File: config.mk
export PLATFORM = sky130hd
export DESIGN_NAME = debug_host_link
export DESIGN_NICKNAME = d
export VERILOG_FILES = /design/src/rtl/debug_pkg.sv /design/src/rtl/debug_host_link_snapshot_ram.sv /design/src/rtl/debug_host_link.sv
export SDC_FILE = /design/constraint.sdc
export NUM_CORES = 1
export LEC_CHECK = 0
export ABC_AREA = 0
export CAP_MARGIN = 20
export CORE_MARGIN = 2
export CORE_UTILIZATION = 40
export CTS_CLUSTER_DIAMETER = 60
export CTS_CLUSTER_SIZE = 14
export DETAILED_ROUTE_END_ITERATION = 8
export GPL_TIMING_DRIVEN = 0
export SYNTH_ARGS = -nofsm -noshare
export SYNTH_HDL_FRONTEND = slang
export SYNTH_SLANG_ARGS = --single-unit
File: constraint.sdc
create_clock -name clock -period 5.4 [get_ports clock]
set_input_delay 0.81 -clock clock [delete_from_list [all_inputs] [get_ports clock]]
set_output_delay 0.81 -clock clock [all_outputs]
set_load 0.01 [all_outputs]
File: src/rtl/debug_pkg.sv
// rtl/debug_pkg.sv - shared debug command bytes and host-link state encoding
package debug_pkg;

  localparam logic [7:0] CMD_CONT = 8'd99;
  localparam logic [7:0] CMD_STEP = 8'd115;
  localparam logic [7:0] CMD_NEXT = 8'd110;

  localparam logic [1:0] ST_IDLE     = 2'd0;
  localparam logic [1:0] ST_TX_CMD   = 2'd1;
  localparam logic [1:0] ST_RX_FRAME = 2'd2;
  localparam logic [1:0] ST_STEPPING = 2'd3;

  typedef enum logic {
    MODE_CONT = 1'b0,
    MODE_STEP = 1'b1
  } mode_t;

  // Only the step-mode entry command is answered without a frame.
  function automatic logic cmd_expects_frame(input logic [7:0] cmd);
    return cmd != CMD_STEP;
  endfunction

  function automatic int addr_bits(input int n);
    return (n > 1) ? $clog2(n) : 1;
  endfunction

endpackage

File: src/rtl/debug_host_link_snapshot_ram.sv
// rtl/debug_host_link_snapshot_ram.sv - frame snapshot store, sync write, registered read
module snapshot_ram
  import debug_pkg::*;
#(
  parameter int FRAME_BYTES = 8,
  parameter int AW          = addr_bits(FRAME_BYTES)
) (
  input  logic          clock,
  input  logic          reset,
  input  logic          i_we,
  input  logic [AW-1:0] i_waddr,
  input  logic [7:0]    i_wdata,
  input  logic [7:0]    i_raddr,
  output logic [7:0]    o_rdata
);

  localparam logic [8:0] DEPTH = 9'(FRAME_BYTES);

  logic [7:0] r_mem [0:(1<<AW)-1];
  logic [7:0] r_rdata;
  logic       w_rd_ok;

  assign w_rd_ok = {1'b0, i_raddr} < DEPTH;

  always_ff @(posedge clock) begin
    if (i_we) begin
      r_mem[i_waddr] <= i_wdata;
    end
  end

  // Out-of-range reads return zero; same-address collisions return the old byte.
  always_ff @(posedge clock or posedge reset) begin
    if (reset) begin
      r_rdata <= 8'h00;
    end else begin
      r_rdata <= w_rd_ok ? r_mem[i_raddr[AW-1:0]] : 8'h00;
    end
  end

  assign o_rdata = r_rdata;

endmodule

File: src/rtl/debug_host_link.sv
// rtl/debug_host_link.sv - host side of the pipeline debug link: sends commands, captures frames
module debug_host_link
  import debug_pkg::*;
#(
  parameter int FRAME_BYTES    = 8,
  parameter int TIMEOUT_CYCLES = 1000000
) (
  input  logic        clock,
  input  logic        reset,
  input  logic        startCont,
  input  logic        startStep,
  input  logic        stepNext,
  input  logic        hostAbort,
  input  logic        txFull,
  output logic        txWrite,
  output logic [7:0]  txData,
  input  logic        rxEmpty,
  input  logic [7:0]  rxData,
  output logic        rxRead,
  input  logic [7:0]  snapAddr,
  output logic [7:0]  snapData,
  output logic        frameValid,
  output logic [15:0] frameCount,
  output logic        stepMode,
  output logic        busy,
  output logic        rxStray,
  output logic        timeoutErr
);

  localparam int          AW        = addr_bits(FRAME_BYTES);
  localparam logic [7:0]  LAST_BYTE = 8'(FRAME_BYTES - 1);
  localparam logic [31:0] TMO_LAST  = 32'(TIMEOUT_CYCLES - 1);
  localparam bit          TMO_EN    = (TIMEOUT_CYCLES != 0);

  logic [1:0]  r_state;
  mode_t       r_mode;
  logic [7:0]  r_byte_cnt;
  logic [7:0]  r_tx_data;
  logic [31:0] r_tmo_cnt;
  logic        r_frame_valid;
  logic [15:0] r_frame_count;
  logic        r_timeout_err;

  logic w_in_rx;
  logic w_tx_write;
  logic w_rx_read;
  logic w_store;
  logic w_last;

  // The RX FIFO is drained in every state so stale bytes never pile up.
  assign w_in_rx    = (r_state == ST_RX_FRAME);
  assign w_tx_write = !reset && (r_state == ST_TX_CMD) && !txFull;
  assign w_rx_read  = !reset && !rxEmpty;
  assign w_store    = w_in_rx && w_rx_read && !hostAbort;
  assign w_last     = (r_byte_cnt == LAST_BYTE);

  always_ff @(posedge clock or posedge reset) begin
    if (reset) begin
      r_state       <= ST_IDLE;
      r_mode        <= MODE_CONT;
      r_byte_cnt    <= 8'd0;
      r_tx_data     <= 8'd0;
      r_tmo_cnt     <= 32'd0;
      r_frame_valid <= 1'b0;
      r_frame_count <= 16'd0;
      r_timeout_err <= 1'b0;
    end else if (hostAbort) begin
      r_state    <= ST_IDLE;
      r_mode     <= MODE_CONT;
      r_byte_cnt <= 8'd0;
      r_tmo_cnt  <= 32'd0;
    end else begin
      case (r_state)
        ST_IDLE: begin
          if (startCont) begin
            r_tx_data     <= CMD_CONT;
            r_mode        <= MODE_CONT;
            r_timeout_err <= 1'b0;
            r_state       <= ST_TX_CMD;
          end else if (startStep) begin
            r_tx_data     <= CMD_STEP;
            r_mode        <= MODE_STEP;
            r_timeout_err <= 1'b0;
            r_state       <= ST_TX_CMD;
          end
        end
        ST_TX_CMD: begin
          if (w_tx_write) begin
            if (cmd_expects_frame(r_tx_data)) begin
              r_state       <= ST_RX_FRAME;
              r_byte_cnt    <= 8'd0;
              r_frame_valid <= 1'b0;
              r_tmo_cnt     <= 32'd0;
            end else begin
              r_state <= ST_STEPPING;
            end
          end
        end
        ST_STEPPING: begin
          if (stepNext) begin
            r_tx_data     <= CMD_NEXT;
            r_timeout_err <= 1'b0;
            r_state       <= ST_TX_CMD;
          end
        end
        ST_RX_FRAME: begin
          if (w_rx_read) begin
            r_tmo_cnt <= 32'd0;
            if (w_last) begin
              r_byte_cnt    <= 8'd0;
              r_frame_valid <= 1'b1;
              r_frame_count <= r_frame_count + 16'd1;
              r_state       <= (r_mode == MODE_STEP) ? ST_STEPPING : ST_IDLE;
            end else begin
              r_byte_cnt <= r_byte_cnt + 8'd1;
            end
          end else if (TMO_EN) begin
            if (r_tmo_cnt == TMO_LAST) begin
              r_timeout_err <= 1'b1;
              r_byte_cnt    <= 8'd0;
              r_state       <= ST_IDLE;
            end else begin
              r_tmo_cnt <= r_tmo_cnt + 32'd1;
            end
          end
        end
        default: r_state <= ST_IDLE;
      endcase
    end
  end

  snapshot_ram #(
    .FRAME_BYTES (FRAME_BYTES),
    .AW          (AW)
  ) u_snapshot_ram (
    .clock   (clock),
    .reset   (reset),
    .i_we    (w_store),
    .i_waddr (r_byte_cnt[AW-1:0]),
    .i_wdata (rxData),
    .i_raddr (snapAddr),
    .o_rdata (snapData)
  );

  assign txWrite    = w_tx_write;
  assign txData     = r_tx_data;
  assign rxRead     = w_rx_read;
  assign rxStray    = w_rx_read && !w_in_rx;
  assign frameValid = r_frame_valid;
  assign frameCount = r_frame_count;
  assign stepMode   = (r_state == ST_STEPPING);
  assign busy       = (r_state == ST_TX_CMD) || (r_state == ST_RX_FRAME);
  assign timeoutErr = r_timeout_err;

endmodule

==> results of run 1 <==
==> flip-flops by register name (all words and copies together) (netlist names) <==
register,flops
u_snapshot_ram.o_rdata,8
frameValid,1
u_snapshot_ram.r_mem,64
timeoutErr,1
r_mode,1
r_state,2
r_tmo_cnt,32
r_byte_cnt,8
txData,4
frameCount,16
==> critical path: cells and delay by family <==
| family | cells | cell delay, ns |
|---|---|---|
| buffers and inverters | 3 | 1.12 |
| and+or+nand+nor | 1 | 0.48 |
==> routing by layer <==
layer  up-vias  GRT usage (%)  wire, um
met4         0           6.39       171
li1       2030              -         -
met3        12           5.37       705
met5         -              0         0
met2       127           28.1      6580
met1      2193           22.9      6320
==> cell usage in the layout (no fill, tap or decap), types with 10 or more instances in the layout <==
cell type        Yosys  layout
nor2_1              39      39
dfrtp_1             73      73
nand4_1             15      15
xnor2_1             10      10
nor3_1              14      12
nand2_1             37      37
o31ai_1             10      10
a21oi_1             12      12
nand3_1             23      23
clkdlybuf4s50_1      0      58
clkbuf_16            0      17
o21ai_0             15      15
clkbuf_1            10      10
edfxtp_1            64      64
mux2i_1             10      10
mux4_2              16      16
xor2_1              12      12
inv_1               13      12
==> cells in the mapped netlist, types with 6 or more instances <==
cell type / count / area share, %
dfrtp_1: 73 / 29
edfxtp_1: 64 / 30
nor2_1: 39 / 2.3
nand2_1: 37 / 2.2
nand3_1: 23 / 1.8
mux4_2: 16 / 5.7
nand4_1: 15 / 1.5
o21ai_0: 15 / 1.2
nor3_1: 14 / 1.1
inv_1: 13 / 0.77
a21oi_1: 12 / 0.95
xor2_1: 12 / 1.7
clkbuf_1: 10 / 0.59
mux2i_1: 10 / 1.6
o31ai_1: 10 / 1.2
xnor2_1: 10 / 1.4
ha_1: 8 / 1.6
nor4_1: 7 / 0.69
and3_1: 6 / 0.59
buf_4: 6 / 0.71
mux2_2: 6 / 1.1
==> how the worst max path moves through the flow <==
stage	start	to	slack, ns	cells after the start
floorplan	reset	frameCount[0]	2.74	1
global placement	reset	frameCount[12]	1.16	2
detailed placement	reset	r_tmo_cnt[28]	1.92	7
CTS	reset	txWrite	2.17	4
global route	reset	txWrite	2.11	4
finish	reset	txWrite	2.17	4
==> area by class of cell <==
cell class / instances / area [um2]
fill: 1355 / 7540
sequential: 137 / 3750
multi-input combinational: 322 / 2440
timing repair buffer: 59 / 608
clock buffer: 19 / 453
tap: 211 / 264
clock inverter: 13 / 108
buffer: 21 / 106
inverter: 13 / 51.3
==> kinds of logic (layout without fill, tap and decap cells) <==
kind of cell | after synthesis | after routing | synth area share (%)
other | 1 | 1 | 0.0592
buffers and inverters | 34 | 125 | 2.45
multiplexers | 33 | 33 | 8.52
adder cells (fa/ha/maj) | 8 | 8 | 1.58
flip-flops | 137 | 137 | 59.2
XOR/XNOR | 22 | 22 | 3.04
AND/OR/NAND/NOR | 182 | 182 | 16.4
AO/OA/AOI/OAI | 76 | 76 | 8.76
==> power by group <==
group          total (mW)  switching, mW  internal, mW
logic               0.324          0.193         0.131
registers            1.12         0.0150          1.11
clock network        1.10          0.477         0.624
==> per-stage QoR <==
| stage | total power, mW | hold WS [ns] | utilization, % |
|---|---|---|---|
| final | 2.55 | 0.466 | 50.8 |
| after floorplan | 1.34 | 0.463 | - |
| after global placement | 1.46 | 0.460 | 46.8 |
| after detailed placement | 1.47 | 0.465 | 47.1 |
| after CTS | 2.58 | 0.473 | 50.8 |
| after global routing | 2.65 | 0.484 | 50.8 |
==> out/metrics.csv, run 1 <==
stage;metric;value;unit
route;remaining_drc_errors;0;
clock_tree;clock_sinks;137;
clock_tree;clk_pin_slew_worst_paths;0.06;ns
layout;final_cells;795;
placed_design;portBuffers;58;
sta;rsz0062_at_grt;no;
synth;ys_warn_count;0;
sta;fin_crit;3.23;ns
power_and_ir_drop;power.density;328;nW/um2
synth;synth-edff-count;64;
clock_tree;cts_resized;0;
synth;syn_area_per_cell;12.8;um2
critical_path;r2r_start;r_state[1];
route;drt-total-wl;13800;um
critical_path;rr_endpoint;r_tmo_cnt[28];
placed_design;placed_area;7210;um2
grt;grt_usage;17.6;%
floorplanning;io_pins;63;
hold_path;min_from;frameCount[15];
floorplanning;core;15300;um2
layout;design_area;7770;um2
critical_path;path_class;in2out;
layout;areaGrowthSynthToFinish;22.8;%
sta;maxSlewViolCount;0;
placed_design;place_ws;1.92;ns
critical_path;path_max_fanout;5;
sta;setup_viol;0;
floorplanning;chipHeight;130;um
power_and_ir_drop;power.leakage;3.03;nW
layout;drive_above_1_share;15.1;%
route;ant_nets;0;
critical_path;cpMaxStageDelayCell;clkdlybuf4s50_1;
synth;synth_cell_types;61;
synth;synth_fp_nets;525;
hold_path;hp-class;reg2reg;
synth;async_flop_share;53.3;%
clock_tree;postCtsSetupBuffers;0;
grt;antenna_found_initial;0;
clock_tree;clk_path_buf_depth;2;
synth;synth_ff_type;dfrtp_1;
synth;netlist_instances;493;
critical_path;startpoint_type;input pin;
synth;ys_ff_latch;137;
run_status;run_status;completed;
route;wl_per_cell;17.3;um
sta;setup_tns;0;ns
grt;grt_max_degree;64;
layout;diodes;0;
floorplanning;rows;45;
clock_tree;cts_buffers;17;
route;drt-vias-per-instance;5.49;
clock_tree;postCtsHoldBufs;0;
sta;worst_pin_slew;0.903;ns
critical_path;r2r_cells;7;
synth;syn-cell-area;6330;um2
route;vias;4362;
critical_path;crit_chain;clkdlybuf4s50_1, or3b_4, inv_1, clkdlybuf4s50_1;
critical_path;crit_top_cell;clkdlybuf4s50_1;
sta;worst_slack;2.17;ns
placed_design;dpl.cell_count;763;
floorplanning;start_util;41.3;%
clock_tree;clock-root-buffer;clkbuf_16;
critical_path;reg2reg_slack;2.53;ns
floorplanning;die_area;16800;um2
sta;hold_violations;0;
run;maxCapViolations;0;
synth;ys_seq_area_share;59.2;%
placed_design;gp_congestion;0.837;
hold_path;hold_end;frameCount[15];
sta;fmax;310;MHz
sta;clock_skew;0.0101;ns
route;first_pass_iters;4;
power_and_ir_drop;ir_drop;0.204;mV
sta;relSlewSlack;39.5;%
grt;gr-total-overflow;0;
clock_tree;clock_latency;0.42;ns
hold_path;min_path_cells;1;
clock_tree;cts_tree;done;
grt;grt_pass1_vias;4344;
route;drt_iter0_markers;339;
critical_path;crit_path_end_kind;primary output;
layout;fin_nets;603;
clock_tree;htreeDepth;4;
critical_path;crit_path_max_incr_delay;0.53;ns
critical_path;arrival;2.42;ns
placed_design;detailedPlacementHpwl;9180;um
critical_path;required;4.59;ns
grt;grt_pass1_wl;22500;um
floorplanning;die_w;130;um
sta;fin_crit_sh;59.8;%
Note: power is estimated with default switching activity, not from simulation.
==> inputs of run 2 (changes only) <==
==> constraint.sdc (replaced) <==
create_clock -name clock -period 3.2 [get_ports clock]
set_input_delay 0.48 -clock clock [delete_from_list [all_inputs] [get_ports clock]]
set_output_delay 0.48 -clock clock [all_outputs]
set_load 0.01 [all_outputs]
==> results of run 2 <==
Same layout as run 1 (identical final DEF). Status: completed.
Main changes from that run: setup slack after placement 1.92 ns -> 0.0512 ns; setup slack after layout 2.17 ns -> 0.328 ns; hold slack 0.466 ns -> 0.447 ns; start point of the critical path reset -> r_state[1]; end point of the critical path txWrite -> r_tmo_cnt[28]; register-to-register setup slack 2.53 ns -> 0.33 ns; total power 2.55 mW -> 4.30 mW; worst IR drop on VDD 0.204 mV -> 0.344 mV
==> inputs of run 3 (changes only) <==
--- a/config.mk
+++ b/config.mk
@@ -6,7 +6,7 @@
 export NUM_CORES = 1
 export LEC_CHECK = 0
 export ABC_AREA = 0
-export CAP_MARGIN = 20
+export CAP_MARGIN = 15
 export CORE_MARGIN = 2
 export CORE_UTILIZATION = 40
 export CTS_CLUSTER_DIAMETER = 60
==> results of run 3 <==
Same layout as run 1 (identical final DEF). Status: completed.
Main changes from that run: setup slack after placement 1.92 ns -> 0.0512 ns; setup slack after layout 2.17 ns -> 0.328 ns; hold slack 0.466 ns -> 0.447 ns; start point of the critical path reset -> r_state[1]; end point of the critical path txWrite -> r_tmo_cnt[28]; register-to-register setup slack 2.53 ns -> 0.33 ns; total power 2.55 mW -> 4.30 mW; worst IR drop on VDD 0.204 mV -> 0.344 mV
